[config.mk]
export PLATFORM = sky130hd
export DESIGN_NAME = vga_pin_monitor
export DESIGN_NICKNAME = d
export VERILOG_FILES = /design/src/rtl/vga_mon_pkg.sv /design/src/rtl/crc16_step6.sv /design/src/rtl/vga_pin_monitor.sv
export SDC_FILE = /design/constraint.sdc
export NUM_CORES = 1
export LEC_CHECK = 0
export ABC_AREA = 1
export ABC_CLOCK_PERIOD_IN_PS = 9540
export CAP_MARGIN = 5
export CORE_MARGIN = 4
export CORE_UTILIZATION = 25
export CTS_CLUSTER_SIZE = 12
export DETAILED_ROUTE_END_ITERATION = 10
export DONT_BUFFER_PORTS = 1
export PLACE_DENSITY_LB_ADDON = 0.05
export REMOVE_ABC_BUFFERS = 1
export SLEW_MARGIN = 20
export SYNTH_ARGS = -nofsm -noshare
export SYNTH_HDL_FRONTEND = slang
export SYNTH_SLANG_ARGS = --single-unit
[constraint.sdc]
create_clock -name clk -period 9.54 [get_ports clk]
set_input_delay 0.954 -clock clk [delete_from_list [all_inputs] [get_ports clk]]
set_output_delay 0.954 -clock clk [all_outputs]
set_load 0.005 [all_outputs]
[src/rtl/vga_mon_pkg.sv]
// Shared definitions for the TinyVGA receive-side pin monitor: pin positions,
// CRC seed, error flag positions and the lock state encoding.
package vga_mon_pkg;

    localparam int PIN_R1   = 0;
    localparam int PIN_G1   = 1;
    localparam int PIN_B1   = 2;
    localparam int PIN_VS   = 3;
    localparam int PIN_R0   = 4;
    localparam int PIN_G0   = 5;
    localparam int PIN_B0   = 6;
    localparam int PIN_HS   = 7;
    localparam int PIN_AUD  = 7;
    localparam int PIN_AUDN = 6;

    localparam logic [15:0] CRC_INIT = 16'hFFFF;

    localparam int ERR_AUD  = 0;
    localparam int ERR_SAT  = 1;
    localparam int ERR_VTOT = 2;
    localparam int ERR_HTOT = 3;

    typedef enum logic {
        HUNT = 1'b0,
        RUN  = 1'b1
    } mon_state_e;

endpackage

[src/rtl/crc16_step6.sv]
// One-cycle CRC-16 update over six data bits, MSB (data6[5]) shifted in first.
module crc16_step6 #(
    parameter logic [15:0] POLY = 16'h1021
) (
    input  logic [15:0] crc_in,
    input  logic [5:0]  data6,
    output logic [15:0] crc_out
);

    logic [15:0] c;

    always_comb begin
        c = crc_in;
        for (int i = 5; i >= 0; i--) begin
            if (c[15] ^ data6[i]) begin
                c = {c[14:0], 1'b0} ^ POLY;
            end else begin
                c = {c[14:0], 1'b0};
            end
        end
        crc_out = c;
    end

endmodule

[src/rtl/vga_pin_monitor.sv]
// Samples the TinyVGA output pins, locks to vsync and publishes one record of
// line/frame geometry, pixel CRC and audio duty per frame, plus sticky errors.
module vga_pin_monitor
    import vga_mon_pkg::*;
#(
    parameter int          CNT_BITS = 11,
    parameter int          AUD_BITS = 20,
    parameter logic [15:0] CRC_POLY = 16'h1021
) (
    input  logic                clk,
    input  logic                reset,
    input  logic                sample_en,
    input  logic [7:0]          uo_pins,
    input  logic [7:0]          uio_pins,
    output logic                frame_done,
    output logic                locked,
    output logic [CNT_BITS-1:0] h_total,
    output logic [CNT_BITS-1:0] h_sync_len,
    output logic [CNT_BITS-1:0] v_total,
    output logic [CNT_BITS-1:0] v_sync_len,
    output logic [15:0]         pix_crc,
    output logic [AUD_BITS-1:0] aud_high,
    output logic [3:0]          err
);

    function automatic logic [CNT_BITS-1:0] cnt_inc(input logic [CNT_BITS-1:0] v);
        return (&v) ? v : v + 1'b1;
    endfunction

    function automatic logic [AUD_BITS-1:0] aud_inc(input logic [AUD_BITS-1:0] v);
        return (&v) ? v : v + 1'b1;
    endfunction

    mon_state_e          state_q, state_d;
    logic                s_valid_q, s_valid_d;
    logic [7:0]          uo_q, uo_d;
    logic [1:0]          aud_s_q, aud_s_d;
    logic                hs_prev_q, hs_prev_d, vs_prev_q, vs_prev_d;
    logic [CNT_BITS-1:0] hcnt_q, hcnt_d, hs_cnt_q, hs_cnt_d;
    logic [CNT_BITS-1:0] vcnt_q, vcnt_d, vs_lines_q, vs_lines_d;
    logic [15:0]         crc_q, crc_d;
    logic [AUD_BITS-1:0] aud_q, aud_d;
    logic                rec_valid_q, rec_valid_d;
    logic                frame_done_q, frame_done_d;
    logic [CNT_BITS-1:0] h_total_q, h_total_d, h_sync_len_q, h_sync_len_d;
    logic [CNT_BITS-1:0] v_total_q, v_total_d, v_sync_len_q, v_sync_len_d;
    logic [15:0]         pix_crc_q, pix_crc_d;
    logic [AUD_BITS-1:0] aud_high_q, aud_high_d;
    logic [3:0]          err_q, err_d;

    logic                hs, vs, hs_rise, hs_fall, vs_rise, sat;
    logic [5:0]          pix6;
    logic [15:0]         crc_base, crc_next;
    logic [CNT_BITS-1:0] vcnt_b, vsl_b;
    logic [AUD_BITS-1:0] aud_b;
    logic                unused_uio;

    assign unused_uio = ^uio_pins[5:0];

    assign hs      = ~uo_q[PIN_HS];
    assign vs      = ~uo_q[PIN_VS];
    assign hs_rise = hs & ~hs_prev_q;
    assign hs_fall = ~hs & hs_prev_q;
    assign vs_rise = vs & ~vs_prev_q;
    assign pix6    = {uo_q[PIN_R1], uo_q[PIN_R0], uo_q[PIN_G1],
                      uo_q[PIN_G0], uo_q[PIN_B1], uo_q[PIN_B0]};

    // The vsync-edge sample is the first sample of the new frame.
    assign crc_base = vs_rise ? CRC_INIT : crc_q;

    crc16_step6 #(.POLY(CRC_POLY)) u_crc (
        .crc_in (crc_base),
        .data6  (pix6),
        .crc_out(crc_next)
    );

    always_comb begin
        s_valid_d    = sample_en;
        uo_d         = sample_en ? uo_pins : uo_q;
        aud_s_d      = sample_en ? {uio_pins[PIN_AUD], uio_pins[PIN_AUDN]} : aud_s_q;
        state_d      = state_q;
        hs_prev_d    = hs_prev_q;
        vs_prev_d    = vs_prev_q;
        hcnt_d       = hcnt_q;
        hs_cnt_d     = hs_cnt_q;
        vcnt_d       = vcnt_q;
        vs_lines_d   = vs_lines_q;
        crc_d        = crc_q;
        aud_d        = aud_q;
        rec_valid_d  = rec_valid_q;
        frame_done_d = 1'b0;
        h_total_d    = h_total_q;
        h_sync_len_d = h_sync_len_q;
        v_total_d    = v_total_q;
        v_sync_len_d = v_sync_len_q;
        pix_crc_d    = pix_crc_q;
        aud_high_d   = aud_high_q;
        err_d        = err_q;
        sat          = 1'b0;
        vcnt_b       = vs_rise ? '0 : vcnt_q;
        vsl_b        = vs_rise ? '0 : vs_lines_q;
        aud_b        = vs_rise ? '0 : aud_q;

        if (s_valid_q) begin
            hs_prev_d = hs;
            vs_prev_d = vs;
            if (aud_s_q[1] == aud_s_q[0]) err_d[ERR_AUD] = 1'b1;

            if (state_q == RUN || vs_rise) begin
                state_d = RUN;

                if (vs_rise && state_q == RUN) begin
                    frame_done_d = 1'b1;
                    rec_valid_d  = 1'b1;
                    v_total_d    = vcnt_q;
                    v_sync_len_d = vs_lines_q;
                    pix_crc_d    = crc_q;
                    aud_high_d   = aud_q;
                    if (rec_valid_q && vcnt_q != v_total_q) err_d[ERR_VTOT] = 1'b1;
                end

                // hcnt stays 0 until the first line start after lock, so a
                // partial line is never reported as a line length.
                if (hs_rise) begin
                    hcnt_d = {{(CNT_BITS-1){1'b0}}, 1'b1};
                    if (hcnt_q != '0) begin
                        h_total_d = hcnt_q;
                        if (h_total_q != '0 && hcnt_q != h_total_q) err_d[ERR_HTOT] = 1'b1;
                    end
                end else if (hcnt_q != '0) begin
                    hcnt_d = cnt_inc(hcnt_q);
                    sat    = sat | (&hcnt_q);
                end

                if (hs_fall) begin
                    h_sync_len_d = hs_cnt_q;
                    hs_cnt_d     = '0;
                end else if (hs) begin
                    hs_cnt_d = cnt_inc(hs_cnt_q);
                    sat      = sat | (&hs_cnt_q);
                end

                vcnt_d     = vcnt_b;
                vs_lines_d = vsl_b;
                if (hs_rise) begin
                    vcnt_d = cnt_inc(vcnt_b);
                    sat    = sat | (&vcnt_b);
                    if (vs) begin
                        vs_lines_d = cnt_inc(vsl_b);
                        sat        = sat | (&vsl_b);
                    end
                end

                crc_d = crc_next;
                aud_d = aud_b;
                if (aud_s_q[1]) begin
                    aud_d = aud_inc(aud_b);
                    sat   = sat | (&aud_b);
                end

                if (sat) err_d[ERR_SAT] = 1'b1;
            end
        end
    end

    always_ff @(posedge clk or posedge reset) begin
        if (reset) begin
            state_q      <= HUNT;
            s_valid_q    <= 1'b0;
            uo_q         <= '0;
            aud_s_q      <= '0;
            hs_prev_q    <= 1'b0;
            vs_prev_q    <= 1'b0;
            hcnt_q       <= '0;
            hs_cnt_q     <= '0;
            vcnt_q       <= '0;
            vs_lines_q   <= '0;
            crc_q        <= CRC_INIT;
            aud_q        <= '0;
            rec_valid_q  <= 1'b0;
            frame_done_q <= 1'b0;
            h_total_q    <= '0;
            h_sync_len_q <= '0;
            v_total_q    <= '0;
            v_sync_len_q <= '0;
            pix_crc_q    <= '0;
            aud_high_q   <= '0;
            err_q        <= '0;
        end else begin
            state_q      <= state_d;
            s_valid_q    <= s_valid_d;
            uo_q         <= uo_d;
            aud_s_q      <= aud_s_d;
            hs_prev_q    <= hs_prev_d;
            vs_prev_q    <= vs_prev_d;
            hcnt_q       <= hcnt_d;
            hs_cnt_q     <= hs_cnt_d;
            vcnt_q       <= vcnt_d;
            vs_lines_q   <= vs_lines_d;
            crc_q        <= crc_d;
            aud_q        <= aud_d;
            rec_valid_q  <= rec_valid_d;
            frame_done_q <= frame_done_d;
            h_total_q    <= h_total_d;
            h_sync_len_q <= h_sync_len_d;
            v_total_q    <= v_total_d;
            v_sync_len_q <= v_sync_len_d;
            pix_crc_q    <= pix_crc_d;
            aud_high_q   <= aud_high_d;
            err_q        <= err_d;
        end
    end

    assign frame_done = frame_done_q;
    assign locked     = (state_q == RUN);
    assign h_total    = h_total_q;
    assign h_sync_len = h_sync_len_q;
    assign v_total    = v_total_q;
    assign v_sync_len = v_sync_len_q;
    assign pix_crc    = pix_crc_q;
    assign aud_high   = aud_high_q;
    assign err        = err_q;

endmodule

==> metrics.cfg <==
[clocking]
cts_made_buffers=17
postCtsSetupRepairBufs=0
cts_tree=done
ctsLongestPathBuffers=2
insertion_delay_ns=0.45
cts-resized-gates=0
hold_buffers=0
ctsHtreeMaxLevel=4
clock_sinks=180
root_buffer=clkbuf_16
path_clk_slew_ns=0.07

[logic_synthesis]
yosysWarnings=0
synth-seq-area-share_pct=50.2
syn-cell-area_sq_um=9020
synth-edff-count=0
synth_area_leader_cell=dfrtp_1
syn_area_per_cell_sq_um=8.22
synthDistinctLibCells=44
synth_ff_type=dfrtp_1
yosysTopAreaCellShare_pct=45.5
ys_top_cells_by_count=nand2_1, dfrtp_1, inv_1, o21ai_0, nor2_1
synthMostInstantiatedCell=nand2_1
async_flop_share_pct=100
ys_ff_latch=180
synth_cells=1097
synth_area_leaders=dfrtp_1, nand2_1, o21ai_0

[route]
via_per_inst=4.33
dr.pass1.iters=5
wl_per_cell_um=16.3
first_iter_violations=285
num_vias=6740
drc=0
ant_nets=0
drt_wl_total_um=25400

[floorplanning]
dieArea_sq_um=39200
start_util_pct=25.3
dieWidth_um=198
core-area_sq_um=35600
ios=105
rows=69
die_h_um=198

[power_and_ir_drop]
internal_power_w=0.00153
comb_power_share_pct=21.0
power_density_nw_per_um2=230
p_sw_share_pct=33.8
ir_worst_vdd_v=0.000141
total_leakage_power_nw=4.53
power.switching_w=0.000778
pwr-share-clk_pct=32.0
p_seq_share_pct=46.9

[sta]
setup_tns_ns=0
layout_setup_ws_ns=6.13
slew-limit-headroom_pct=30.8
rsz0062_at_grt=false
min_period_ns=3.41
fmax_mhz=293
worst_pin_slew_ns=1.04
finalCritPeriodShare_pct=35.8
final.setup_skew_ns=0.0126
hold_violations=0
slew_violations=0
setup_viol_count_final=0

[worst_setup_path]
crit_fanout=35
cp-start-kind=flip-flop
critPathKind=flip-flop to flip-flop
cp_data_required_time_ns=9.87
worstSetupEndpointType=flip-flop
arrival_ns=3.74

[placed_design]
gp_congestion=0.749
pre_cts_ws_ns=5.94
io_buffers=0
placed_cell_area_sq_um=9430
hpwl_um=17500

[finish]
syn_to_final_growth_pct=11.1
layout.nets=1109
insertedDiodeCount=0
drive_gt1_share_pct=8.86
multi_input_area_sq_um=3770
register_area_sq_um=4520
final_area_sq_um=10000
num-fill-cells=3901

[grt]
grtUsageTotal_pct=13.6
first_global_vias=7033
overflow=0
grt_start_max_net_pins=123
grt_first_pass_wirelength_um=41300
antenna_found_initial=0

[flow_run]
cap_violations=0

[status]
outcome=completed

[hold_path]
hold_path_class=input pin to asynchronous set/reset pin

==> state kept, by name, summed over array words and instances, names as in the netlist <==
signal / flops
aud_s_q: 2
vs_prev_q: 1
locked: 1
aud_high: 20
v_total: 11
vs_lines_q: 11
v_sync_len: 11
uo_q: 8
hs_cnt_q: 11
s_valid_q: 1
err: 4
hs_prev_q: 1
aud_q: 20
vcnt_q: 11
hcnt_q: 11
h_sync_len: 11
pix_crc: 16
crc_q: 16
rec_valid_q: 1
frame_done: 1
h_total: 11
==> final timing paths <==
check,startpoint,end,slack [ns],depth (start not counted)
setup / recovery,uo_q[3],h_total[3],6.13,10
hold / removal,reset,h_sync_len[6],0.44,1
setup reg to reg,uo_q[3],h_total[3],6.13,10
hold reg to reg,crc_q[5],crc_q[5],0.47,2
max in group asynchronous,reset,vcnt_q[3],7.76,2
min in group clk,crc_q[5],crc_q[5],0.47,2
==> final cells by class <==
cell class                 count  share of cell area, %
multi-input combinational    744                   37.6
tap                          461                   5.76
clock inverter                10                   1.32
clock buffer                  20                   4.56
inverter                     136                   5.23
timing repair buffer           5                  0.375
sequential                   180                   45.2
==> logic make-up after synthesis <==
family	count (synthesis)	share of synthesized area, %
flip-flops	180	50.2
AO/OA/AOI/OAI	153	9.05
multiplexers	2	0.250
buffers and inverters	173	8.03
XOR/XNOR	51	5.04
adder cells (fa/ha/maj)	6	0.833
AND/OR/NAND/NOR	532	26.6
==> placed cells by master (no fill, tap or decap), types with 8 or more instances in the layout <==
cell | Yosys | final
nand2_1 | 285 | 285
dfrtp_1 | 164 | 164
inv_1 | 129 | 128
o21ai_0 | 99 | 99
nor2_1 | 92 | 92
nand3_1 | 51 | 51
xor2_1 | 45 | 45
nor3_1 | 29 | 29
o21ai_1 | 25 | 25
nand4_1 | 20 | 20
clkbuf_16 | 0 | 17
dfstp_2 | 16 | 16
a21oi_1 | 11 | 11
nand3b_1 | 11 | 11
nor2_2 | 10 | 10
o21a_1 | 10 | 10
nand2_2 | 8 | 8
==> routing by layer <==
metal | track usage [%] | vias up | part of all wire (%)
met2 | 21.5 | 101 | 46
met3 | 3.16 | 21 | 4.2
li1 | - | 3460 | -
met5 | 0 | - | 0
met1 | 18.6 | 3158 | 49
met4 | 3.75 | 0 | 1.3
==> stage by stage <==
step	total power [W]	utilization (%)	instances	hold slack (ns)
2_1_floorplan	0.00142	-	1060	0.440
3_3_place_gp	0.00160	26.5	1526	0.458
3_5_place_dp	0.00161	26.5	1526	0.457
4_1_cts	0.00237	28.2	1556	0.470
5_1_grt	0.00249	28.2	1556	0.488
6_report	0.00230	28.2	1556	0.438
==> power by group through the flow <==
| stage | sequential, W | clock [W] | combinational [W] |
|---|---|---|---|
| after floorplan | 0.00105 | 0 | 0.000374 |
| after global placement | 0.00110 | 0 | 0.000500 |
| after detailed placement | 0.00110 | 0 | 0.000500 |
| after CTS | 0.00109 | 0.000775 | 0.000503 |
| after global routing | 0.00111 | 0.000804 | 0.000575 |
| final | 0.00108 | 0.000738 | 0.000485 |
==> critical path, stage by stage (launching register included) <==
cell and delay [ns]:
dfrtp_1 0.45, inv_4 0.14, nand2_8 0.15, nor2_8 0.48, nor2_4 0.30, inv_2 0.19, buf_4 0.42, nand2_2 0.18
nor2_2 0.70, nand2_1 0.14, o21a_1 0.15
Power figures use the tool's default switching activity.
